$ cat config.mk
export PLATFORM = sky130hd
export DESIGN_NAME = instr_collector_flat
export DESIGN_NICKNAME = d
export VERILOG_FILES = /design/src/rtl/instr_collector_if.sv /design/src/rtl/instr_collector.sv /design/src/flat_wrapper.sv
export SDC_FILE = /design/constraint.sdc
export NUM_CORES = 2
export LEC_CHECK = 0
export ABC_AREA = 1
export CAP_MARGIN = 10
export CORE_MARGIN = 4
export CORE_UTILIZATION = 50
export CTS_CLUSTER_SIZE = 16
export DETAILED_ROUTE_END_ITERATION = 8
export PLACE_DENSITY = 0.66
export SLEW_MARGIN = 25
export SYNTH_ARGS = -nofsm -noshare
export SYNTH_HDL_FRONTEND = slang
export SYNTH_SLANG_ARGS = --single-unit
$ cat constraint.sdc
create_clock -name clk -period 5 [get_ports clk]
set_input_delay 0.5 -clock clk [delete_from_list [all_inputs] [get_ports clk]]
set_output_delay 0.5 -clock clk [all_outputs]
set_load 0.005 [all_outputs]
$ cat src/rtl/instr_collector_if.sv
// Handshake bundle between fetch, the instruction collector and the decode stage.
// "master" is the environment side and "slave" is the collector side.
interface instr_collector_if #(
   parameter int WFID_W = 6
);
   logic              in_valid;
   logic              in_ready;
   logic [WFID_W-1:0] in_wfid;
   logic [31:0]       in_pc;
   logic [31:0]       in_instr;
   logic              flush_valid;
   logic [WFID_W-1:0] flush_wfid;
   logic              half_rqd;
   logic [WFID_W-1:0] half_wfid;
   logic              out_valid;
   logic              out_ready;
   logic [WFID_W-1:0] out_wfid;
   logic [31:0]       out_pc;
   logic [63:0]       out_instr;
   logic              out_is64;
   logic              out_literal;

   modport master (
      output in_valid, in_wfid, in_pc, in_instr, flush_valid, flush_wfid, out_ready,
      input  in_ready, half_rqd, half_wfid, out_valid, out_wfid, out_pc, out_instr,
             out_is64, out_literal
   );

   modport slave (
      input  in_valid, in_wfid, in_pc, in_instr, flush_valid, flush_wfid, out_ready,
      output in_ready, half_rqd, half_wfid, out_valid, out_wfid, out_pc, out_instr,
             out_is64, out_literal
   );
endinterface

$ cat src/rtl/instr_collector.sv
// Joins 32-bit fetch words into 32- or 64-bit instructions, one pending first half per wavefront,
// and presents them through a single registered output stage.
module instr_collector #(
   parameter int NUM_WF = 40,
   parameter int WFID_W = 6
) (
   input logic              clk,
   input logic              rst,
   instr_collector_if.slave bus
);
   localparam logic [WFID_W:0] NUM_WF_L = (WFID_W+1)'(NUM_WF);

   logic [NUM_WF-1:0] pending_reg;
   logic [NUM_WF-1:0] pending_next;
   logic [31:0]       first_word_mem [NUM_WF];
   logic [31:0]       first_pc_mem   [NUM_WF];
   logic              first_lit_mem  [NUM_WF];

   logic              out_valid_reg;
   logic [WFID_W-1:0] out_wfid_reg;
   logic [31:0]       out_pc_reg;
   logic [63:0]       out_instr_reg;
   logic              out_is64_reg;
   logic              out_literal_reg;
   logic              half_rqd_reg;
   logic [WFID_W-1:0] half_wfid_reg;

   logic       in_ready;
   logic       in_hit;
   logic       flush_hit;
   logic       flush_same;
   logic       cur_pending;
   logic [5:0] op6;
   logic       is_two;
   logic       is_lit;
   logic       start_pair;
   logic       emit_single;
   logic       emit_pair;

   assign in_ready   = !out_valid_reg | bus.out_ready;
   assign in_hit     = bus.in_valid & in_ready & ({1'b0, bus.in_wfid} < NUM_WF_L);
   assign flush_hit  = bus.flush_valid & ({1'b0, bus.flush_wfid} < NUM_WF_L);
   assign flush_same = flush_hit & (bus.flush_wfid == bus.in_wfid);
   // A flush in the same cycle wins, so the incoming word is then a fresh first word.
   assign cur_pending = in_hit & pending_reg[bus.in_wfid] & !flush_same;

   assign op6    = bus.in_instr[31:26];
   assign is_two = (op6 == 6'b111000) | (op6 == 6'b111010) | (op6 == 6'b111100) |
                   (op6 == 6'b111110) | (op6 == 6'b110110) | (op6 == 6'b110100);
   assign is_lit = ((bus.in_instr[31:23] == 9'b101111101) & (bus.in_instr[7:0] == 8'hFF)) |
                   ((bus.in_instr[31:23] == 9'b101111110) &
                    ((bus.in_instr[7:0] == 8'hFF) | (bus.in_instr[15:8] == 8'hFF))) |
                   ((bus.in_instr[31:25] == 7'b0111111) & (bus.in_instr[8:0] == 9'h1FF));

   assign start_pair  = in_hit & !cur_pending & (is_two | is_lit);
   assign emit_single = in_hit & !cur_pending & !(is_two | is_lit);
   assign emit_pair   = cur_pending;

   genvar gi;
   generate
      for (gi = 0; gi < NUM_WF; gi++) begin : g_slot
         assign pending_next[gi] =
            (in_hit && bus.in_wfid == WFID_W'(gi)) ? start_pair :
            (pending_reg[gi] & !(flush_hit && bus.flush_wfid == WFID_W'(gi)));
      end
   endgenerate

   // First-half storage is only meaningful while the pending bit is set, so it needs no reset.
   always_ff @(posedge clk) begin
      if (start_pair) begin
         first_word_mem[bus.in_wfid] <= bus.in_instr;
         first_pc_mem[bus.in_wfid]   <= bus.in_pc;
         first_lit_mem[bus.in_wfid]  <= is_lit;
      end
   end

   always_ff @(posedge clk or posedge rst) begin
      if (rst) begin
         pending_reg     <= '0;
         out_valid_reg   <= 1'b0;
         out_wfid_reg    <= '0;
         out_pc_reg      <= '0;
         out_instr_reg   <= '0;
         out_is64_reg    <= 1'b0;
         out_literal_reg <= 1'b0;
         half_rqd_reg    <= 1'b0;
         half_wfid_reg   <= '0;
      end else begin
         pending_reg  <= pending_next;
         half_rqd_reg <= start_pair;
         if (start_pair)
            half_wfid_reg <= bus.in_wfid;
         if (emit_single | emit_pair) begin
            out_valid_reg <= 1'b1;
            out_wfid_reg  <= bus.in_wfid;
            if (emit_pair) begin
               out_pc_reg      <= first_pc_mem[bus.in_wfid];
               out_instr_reg   <= {bus.in_instr, first_word_mem[bus.in_wfid]};
               out_is64_reg    <= 1'b1;
               out_literal_reg <= first_lit_mem[bus.in_wfid];
            end else begin
               out_pc_reg      <= bus.in_pc;
               out_instr_reg   <= {32'h0, bus.in_instr};
               out_is64_reg    <= 1'b0;
               out_literal_reg <= 1'b0;
            end
         end else if (bus.out_ready) begin
            out_valid_reg <= 1'b0;
         end
      end
   end

   assign bus.in_ready    = in_ready;
   assign bus.half_rqd    = half_rqd_reg;
   assign bus.half_wfid   = half_wfid_reg;
   assign bus.out_valid   = out_valid_reg;
   assign bus.out_wfid    = out_wfid_reg;
   assign bus.out_pc      = out_pc_reg;
   assign bus.out_instr   = out_instr_reg;
   assign bus.out_is64    = out_is64_reg;
   assign bus.out_literal = out_literal_reg;
endmodule
$ cat src/flat_wrapper.sv
// flat-port wrapper written by rule: the top's interface ports become plain ports
module instr_collector_flat 
#(
   parameter int NUM_WF = 40,
   parameter int WFID_W = 6
)
  (clk, rst, bus_in_valid, bus_in_wfid, bus_in_pc, bus_in_instr, bus_flush_valid, bus_flush_wfid, bus_out_ready, bus_in_ready, bus_half_rqd, bus_half_wfid, bus_out_valid, bus_out_wfid, bus_out_pc, bus_out_instr, bus_out_is64, bus_out_literal);
  instr_collector_if #(.WFID_W(WFID_W)) bus_i ();
  input logic clk;
  input logic rst;
  input wire logic [$bits(bus_i.in_valid)-1:0] bus_in_valid;
  input wire logic [$bits(bus_i.in_wfid)-1:0] bus_in_wfid;
  input wire logic [$bits(bus_i.in_pc)-1:0] bus_in_pc;
  input wire logic [$bits(bus_i.in_instr)-1:0] bus_in_instr;
  input wire logic [$bits(bus_i.flush_valid)-1:0] bus_flush_valid;
  input wire logic [$bits(bus_i.flush_wfid)-1:0] bus_flush_wfid;
  input wire logic [$bits(bus_i.out_ready)-1:0] bus_out_ready;
  output wire logic [$bits(bus_i.in_ready)-1:0] bus_in_ready;
  output wire logic [$bits(bus_i.half_rqd)-1:0] bus_half_rqd;
  output wire logic [$bits(bus_i.half_wfid)-1:0] bus_half_wfid;
  output wire logic [$bits(bus_i.out_valid)-1:0] bus_out_valid;
  output wire logic [$bits(bus_i.out_wfid)-1:0] bus_out_wfid;
  output wire logic [$bits(bus_i.out_pc)-1:0] bus_out_pc;
  output wire logic [$bits(bus_i.out_instr)-1:0] bus_out_instr;
  output wire logic [$bits(bus_i.out_is64)-1:0] bus_out_is64;
  output wire logic [$bits(bus_i.out_literal)-1:0] bus_out_literal;
  assign bus_i.in_valid = bus_in_valid;
  assign bus_i.in_wfid = bus_in_wfid;
  assign bus_i.in_pc = bus_in_pc;
  assign bus_i.in_instr = bus_in_instr;
  assign bus_i.flush_valid = bus_flush_valid;
  assign bus_i.flush_wfid = bus_flush_wfid;
  assign bus_i.out_ready = bus_out_ready;
  assign bus_in_ready = bus_i.in_ready;
  assign bus_half_rqd = bus_i.half_rqd;
  assign bus_half_wfid = bus_i.half_wfid;
  assign bus_out_valid = bus_i.out_valid;
  assign bus_out_wfid = bus_i.out_wfid;
  assign bus_out_pc = bus_i.out_pc;
  assign bus_out_instr = bus_i.out_instr;
  assign bus_out_is64 = bus_i.out_is64;
  assign bus_out_literal = bus_i.out_literal;
  instr_collector #(.NUM_WF(NUM_WF), .WFID_W(WFID_W)) u_core (.clk(clk), .rst(rst), .bus(bus_i));
endmodule
# Word level (Yosys, flattened, before mapping)
# Memories as Yosys holds them, arrays and structs flattened.
# Index checks and enable logic that the tools add are counted.
[op_classes]
order_cmp = 3
n_eq_ne = 91
n_mux = 50
bitwise = 63
reduce_logical = 127
[op_table]
columns = ["op", "count"]
rows = [
  ["$eq A6 B5 Y1 const B", 32],
  ["$eq A6 B6 Y1 const B", 22],
  ["$eq A6 B4 Y1 const B", 16],
  ["$logic_and A1 B1 Y1", 80],
  ["$mux W64", 1],
  ["$and A1 B1 Y1", 52],
  ["$eq A6 B3 Y1 const B", 8],
  ["$mux W1", 47],
  ["$logic_not A1 Y1", 44],
  ["$mux W32", 1],
  ["$eq A9 B9 Y1 const B", 3],
  ["$eq A6 B2 Y1 const B", 4],
  ["$eq A8 B8 Y1 const B", 2],
  ["$eq A6 B1 Y1 const B", 2],
  ["$logic_not A6 Y1", 2],
  ["$lt A6 B6 Y1 const B", 2],
  ["$or A1 B1 Y1", 11],
  ["$eq A7 B6 Y1 const B", 1],
  ["$lt A6 B7 Y1 const B", 1],
  ["$bmux W1 S6", 1],
  ["$eq A6 B6 Y1", 1],
  ["$reduce_bool A2 Y1", 1],
]
[word_totals]
ff_bits = 152
mem_bits_rw = 2600
input_bits = 81
out_inout_bits = 113
elab_cells = 346
memories = 3
[mem_list]
columns = ["memory", "words", "width", "read_ports", "rd_clocked_by_memory_dff", "write_ports", "line", "source"]
rows = [
  ["u_core.first_pc_mem", 40, 32, 1, 0, 1, "instr_collector.sv:16", "logic [31:0] first_pc_mem [NUM_WF];"],
  ["u_core.first_word_mem", 40, 32, 1, 0, 1, "instr_collector.sv:15", "logic [31:0] first_word_mem [NUM_WF];"],
  ["u_core.first_lit_mem", 40, 1, 1, 0, 1, "instr_collector.sv:17", "logic first_lit_mem [NUM_WF];"],
]

# Logic depth before layout (Yosys ltp)
[logic_depth]
word_depth = 11
mapped_depth = 17
depth_no_buf = 14

# Least setup slack after synthesis
# OpenSTA, ideal clock, no wires.
[synth_timing]
kind = "input port to flip-flop"
from = "in bus_in_wfid[0]"
to = "mem u_core.first_lit_mem[1] (enable)"
setup_ns = 0.488
arrival_ns = 4.493
required_ns = 4.512
slack_ns = 0.019
stages = 15
path_buffers = 2
path_cell_list = "buf_4 buf_2 nand2_1 nand2_1 nand2_1 nand3_1 nand2_1 nand2_1 o21ai_1 nand3_2 nand2_4 nand2_2 inv_2 nand2_1 nor2_1"
[synth_between]
elab_chain_cells = 9
word_cells_on_any_way = 14
classes_between = "order compare: 1; eq/ne: 1; mux: 4; bitwise: 6; reduce/logical: 2"
[synth_lines]
columns = ["element", "line", "source"]
rows = [
  ["start, declared", "flat_wrapper.sv:12", "input wire logic [$bits(bus_i.in_wfid)-1:0] bus_in_wfid;"],
  ["$bmux W1 S6, or another cell as far along", "instr_collector.sv:45", "assign cur_pending = in_hit & pending_reg[bus.in_wfid] & !flush_same;"],
  ["$mux W1 (implied by the code), or another cell as far along", "instr_collector.sv:45", ""],
  ["$and A1 B1 Y1 / $logic_not A1 Y1 (equally long branches)", "instr_collector.sv:45", ""],
  ["$and A1 B1 Y1", "instr_collector.sv:45", ""],
  ["$logic_not A1 Y1", "instr_collector.sv:55", "assign start_pair = in_hit & !cur_pending & (is_two | is_lit);"],
  ["$and A1 B1 Y1 * (2 in a row)", "instr_collector.sv:55", ""],
  ["named net u_core.start_pair", "instr_collector.sv:36", "logic start_pair;"],
  ["$mux W1 *", "instr_collector.sv:70", "if (start_pair) begin"],
  ["$mux W1 (implied by the code) *", "instr_collector.sv:73", "first_lit_mem[bus.in_wfid] <= is_lit;"],
  ["end, declared", "instr_collector.sv:17", ""],
]
# The timed path passes the listed nets; every way through them passes the cells marked *. The select of a mux whose other input is x is not followed.

# Worst setup path after layout
[layout_timing]
from = "in bus_in_instr[24]"
to = "mem u_core.first_word_mem[25][15] (enable)"
[layout_between]
elab_chain_cells = 8
word_cells_on_any_way = 10
classes_between = "eq/ne: 2; mux: 2; bitwise: 6"
[layout_lines]
columns = ["element", "line", "source"]
rows = [
  ["start, declared", "flat_wrapper.sv:14", "input wire logic [$bits(bus_i.in_instr)-1:0] bus_in_instr;"],
  ["$eq A9 B9 Y1 (on tied branches)", "instr_collector.sv:50, instr_collector.sv:51", ""],
  ["$and A1 B1 Y1 (on tied branches)", "instr_collector.sv:50, instr_collector.sv:51", ""],
  ["$or A1 B1 Y1 *", "instr_collector.sv:50", "assign is_lit = ((bus.in_instr[31:23] == 9'b101111101) & (bus.in_instr[7:0] == 8'hFF)) |"],
  ["$or A1 B1 Y1 *", "instr_collector.sv:52", "((bus.in_instr[7:0] == 8'hFF) | (bus.in_instr[15:8] == 8'hFF))) |"],
  ["$or A1 B1 Y1 *", "instr_collector.sv:55", ""],
  ["$and A1 B1 Y1 *", "instr_collector.sv:55", ""],
  ["$mux W1 *", "instr_collector.sv:70", ""],
  ["$mux W1 (implied by the code) *", "instr_collector.sv:71", "first_word_mem[bus.in_wfid] <= bus.in_instr;"],
  ["end, declared", "instr_collector.sv:15", ""],
]
# Mark *: on every way between the ends. The rest lies on a longest branch, timed or not.

==> results.sh <==
export IMPL_synth_area_um2=105000
export IMPL_finalClockSkew_ns=0.0645
export IMPL_cp_max_fo=70
export IMPL_drt_pass1_iterations=6
export IMPL_power_density_nw_per_um2=406
export IMPL_hold_path_class="primary input to flop"
export IMPL_crit_arrival_ns=4.20
export IMPL_tightest_slew_ns=1.10
export IMPL_io_pins=194
export IMPL_die_width_um=466
export IMPL_grt_pass1_wl_mm=450
export IMPL_timing_final_crit_share_pct=73.1
export IMPL_seq_area_frac_synth_pct=78.2
export IMPL_clk_pin_slew_worst_paths_ns=0.05
export IMPL_met1_usage_pct=39.1
export IMPL_finalSetupViolCount=0
export IMPL_placed_cell_area_um2=111000
export IMPL_numPortBuffers=193
export IMPL_net_switching_power_mw=10.6
export IMPL_synth_top_family_by_area="simple AND/OR/NAND/NOR gates"
export IMPL_synthesis_nets=7311
export IMPL_vdd_drop_max_mv=0.384
export IMPL_numCtsBuffers=292
export IMPL_row_count=167
export IMPL_power_frac_seq_pct=52.4
export IMPL_ant_nets=0
export IMPL_drc=0
export IMPL_maxCapViolCount=0
export IMPL_wl_per_cell_um=29.8
export IMPL_first_global_vias=63500
export IMPL_synthCells=7230
export IMPL_fin_crit_ns=3.65
export IMPL_floorplan_die_area_um2=217000
export IMPL_avgSynthCellArea_um2=14.5
export IMPL_ctsHtreeMaxLevel=5
export IMPL_synthMuxAreaShare_pct=0
export IMPL_area_growth_pct=14.5
export IMPL_clock_power_share_pct=42.0
export IMPL_power_leakage_nw=40.4
export IMPL_critPathLaunchType="primary input"
export IMPL_synth_simple_area_share_pct=9.79
export IMPL_postCtsSetupBuffers=0
export IMPL_relSlewSlack_pct=26.8
export IMPL_globalRouteMet3Util_pct=6.21
export IMPL_fmax_mhz=274
export IMPL_yosys_cell_types_count=36
export IMPL_grt_setup_unrepaired="no"
export IMPL_start_util_pct=50.4
export IMPL_drt_initial_drc_count=9205
export IMPL_synth_async_reset_ratio_pct=5.52
export IMPL_synth_edf_count=2600
export IMPL_p_int_mw=38.1
export IMPL_met2_usage_pct=44.3
export IMPL_end_kind="flop"
export IMPL_final_area_um2=120000
export IMPL_synth_compound_area_share_pct=9.52
export IMPL_clock_latency_ns=0.93
export IMPL_totalPowerFinal_mw=48.7
export IMPL_cts_tree="yes"
export IMPL_dp_hpwl_mm=168
export IMPL_seq_area_um2=81900
export IMPL_dieHeight_um=466
export IMPL_synth_top_area_share_pct=74.6
export IMPL_maxSlewViolCount=0
export IMPL_cts_sinks=2752
export IMPL_multiInputGateArea_um2=20600
export IMPL_synth_adder_area_share_pct=0
export IMPL_dp_cells=9989
export IMPL_totalWireLength_mm=313
export IMPL_finalHoldViolations=0
export IMPL_core_um2=208000
export IMPL_p_comb_share_pct=5.6
export IMPL_totalNegativeSetupSlack_ns=0
export IMPL_antenna_found_initial=14
export IMPL_top_usage_layer="met2"
export IMPL_yosysMostFrequentCell="edfxtp_1"
export IMPL_drive_gt1_share_pct=9.38
export IMPL_synthTopCellsByArea="edfxtp_1, a22oi_1, nand2_1, dfrtp_1, nand3_1"
export IMPL_synth_ff_type="edfxtp_1"
export IMPL_clock_root_buffer="clkbuf_16"
export IMPL_cts_repair_resized=0
export IMPL_final_instance_count_excl_fill=10500
export IMPL_clk_path_buf_depth=4
export IMPL_status="complete, no violations"
export IMPL_fin_nets=7577
export IMPL_required_ns=5.54
export IMPL_gp_congestion=0.863
export IMPL_synth_top_cell_by_area="edfxtp_1"
export IMPL_synth_top_cells_by_count="edfxtp_1, nand2_1, a22oi_1"
export IMPL_criticalPathCategory="primary input to flop"
export IMPL_synth_xor_area_share_pct=0.0167
export IMPL_via_per_inst=6.28
export IMPL_grt_total_usage_pct=28.3
export IMPL_yosys_warnings=0
export IMPL_switching_share_pct=21.8
export IMPL_vias=65900
export IMPL_grt_max_degree=170
export IMPL_synth_seq_cells=2752
export IMPL_grt_overflow_total=0
export IMPL_fillerInstances=16000
## layout make-up
class                   count  area share, %
diodes                      2        0.00417
clock buffers             393           6.76
clock inverters           105          0.670
inverters                 147          0.490
multi-input cells        3898           17.2
flip-flops and latches   2752           68.3
well taps                2788           2.91
repair buffers            405           3.66
## stage by stage
stage | util (%) | hold slack [ns] | setup slack (ns)
after floorplan | - | 0.465 | 0.0190
after global placement | 53.4 | 0.460 | 0.284
after detailed placement | 53.4 | 0.462 | 0.473
after CTS | 57.7 | 0.0422 | 1.40
after global routing | 57.7 | 0.0855 | 1.21
final | 57.7 | 0.0955 | 1.35
## path summary, 6_finish.rpt
check	from	endpoint	slack [ns]	cells past startpoint
setup reg to reg	u_core.bus.out_valid	u_core.first_word_mem[25][15]	1.52	11
min in group asynchronous	rst	u_core.bus.out_wfid[4]	0.16	2
setup / recovery	bus_in_instr[24]	u_core.first_word_mem[25][15]	1.35	14
hold / removal	bus_in_wfid[5]	u_core.bus.out_wfid[5]	0.1	3
max in group asynchronous	rst	u_core.bus.out_pc[21]	3.82	3
hold reg to reg	u_core.bus.out_wfid[0]	u_core.bus.out_wfid[0]	0.47	2
## power groups by stage
stage	clock [mW]	combinational, mW	sequential, mW
after global routing	21.7	2.93	25.5
after global placement	0	2.68	26.0
after CTS	20.7	2.72	25.5
after detailed placement	0	2.71	26.0
after floorplan	0	1.27	25.9
final	20.4	2.74	25.5
## cell families after synthesis
logic type	after synthesis
flops	2752
simple gates	2506
compound gates	1390
buf+inv	580
xor+xnor	2
## cells in the final DEF, fill, tap and decap left out, types with 4 or more instances in the layout
cell	instances
edfxtp_1	2600
nand2_1	1898
a22oi_1	955
clkbuf_16	300
nand3_1	281
nand4_1	175
clkdlybuf4s50_1	171
dfrtp_1	152
buf_4	134
inv_1	131
a21oi_1	101
o21ai_0	89
nor2_1	88
buf_12	77
o211ai_1	75
o21ai_1	71
clkbuf_1	68
clkinv_1	49
nor2_4	48
clkinv_2	35
o221ai_1	30
o22ai_2	30
clkbuf_8	25
o22ai_1	20
buf_2	20
a41oi_1	14
bufinv_16	12
inv_2	8
clkinvlp_4	6
nand2_2	4
nand2_4	4
## routing by layer
layer / part of all wire (%) / vias up
li1: - / 27800
met1: 38 / 33200
met2: 47 / 4174
met3: 11 / 714
met4: 4.2 / 12
met5: 0.025 / -
## worst max-delay path: stages
cell,delay (ns)
clkdlybuf4s50_1,0.46
buf_4,0.30
inv_1,0.10
nor2_1,0.44
o21ai_0,0.17
a21boi_0,0.19
nand2_1,0.13
nand2_1,0.15
inv_1,0.09
nor2_1,0.19
nand2_4,0.08
buf_6,0.32
nor2_4,0.49
buf_4,0.42
## repair_timing
item                                   CTS  global route
hold buffers                             1             0
setup endpoints to repair                0             0
endpoints found under the hold margin    1             0
Note: power is estimated with default switching activity, not from simulation.
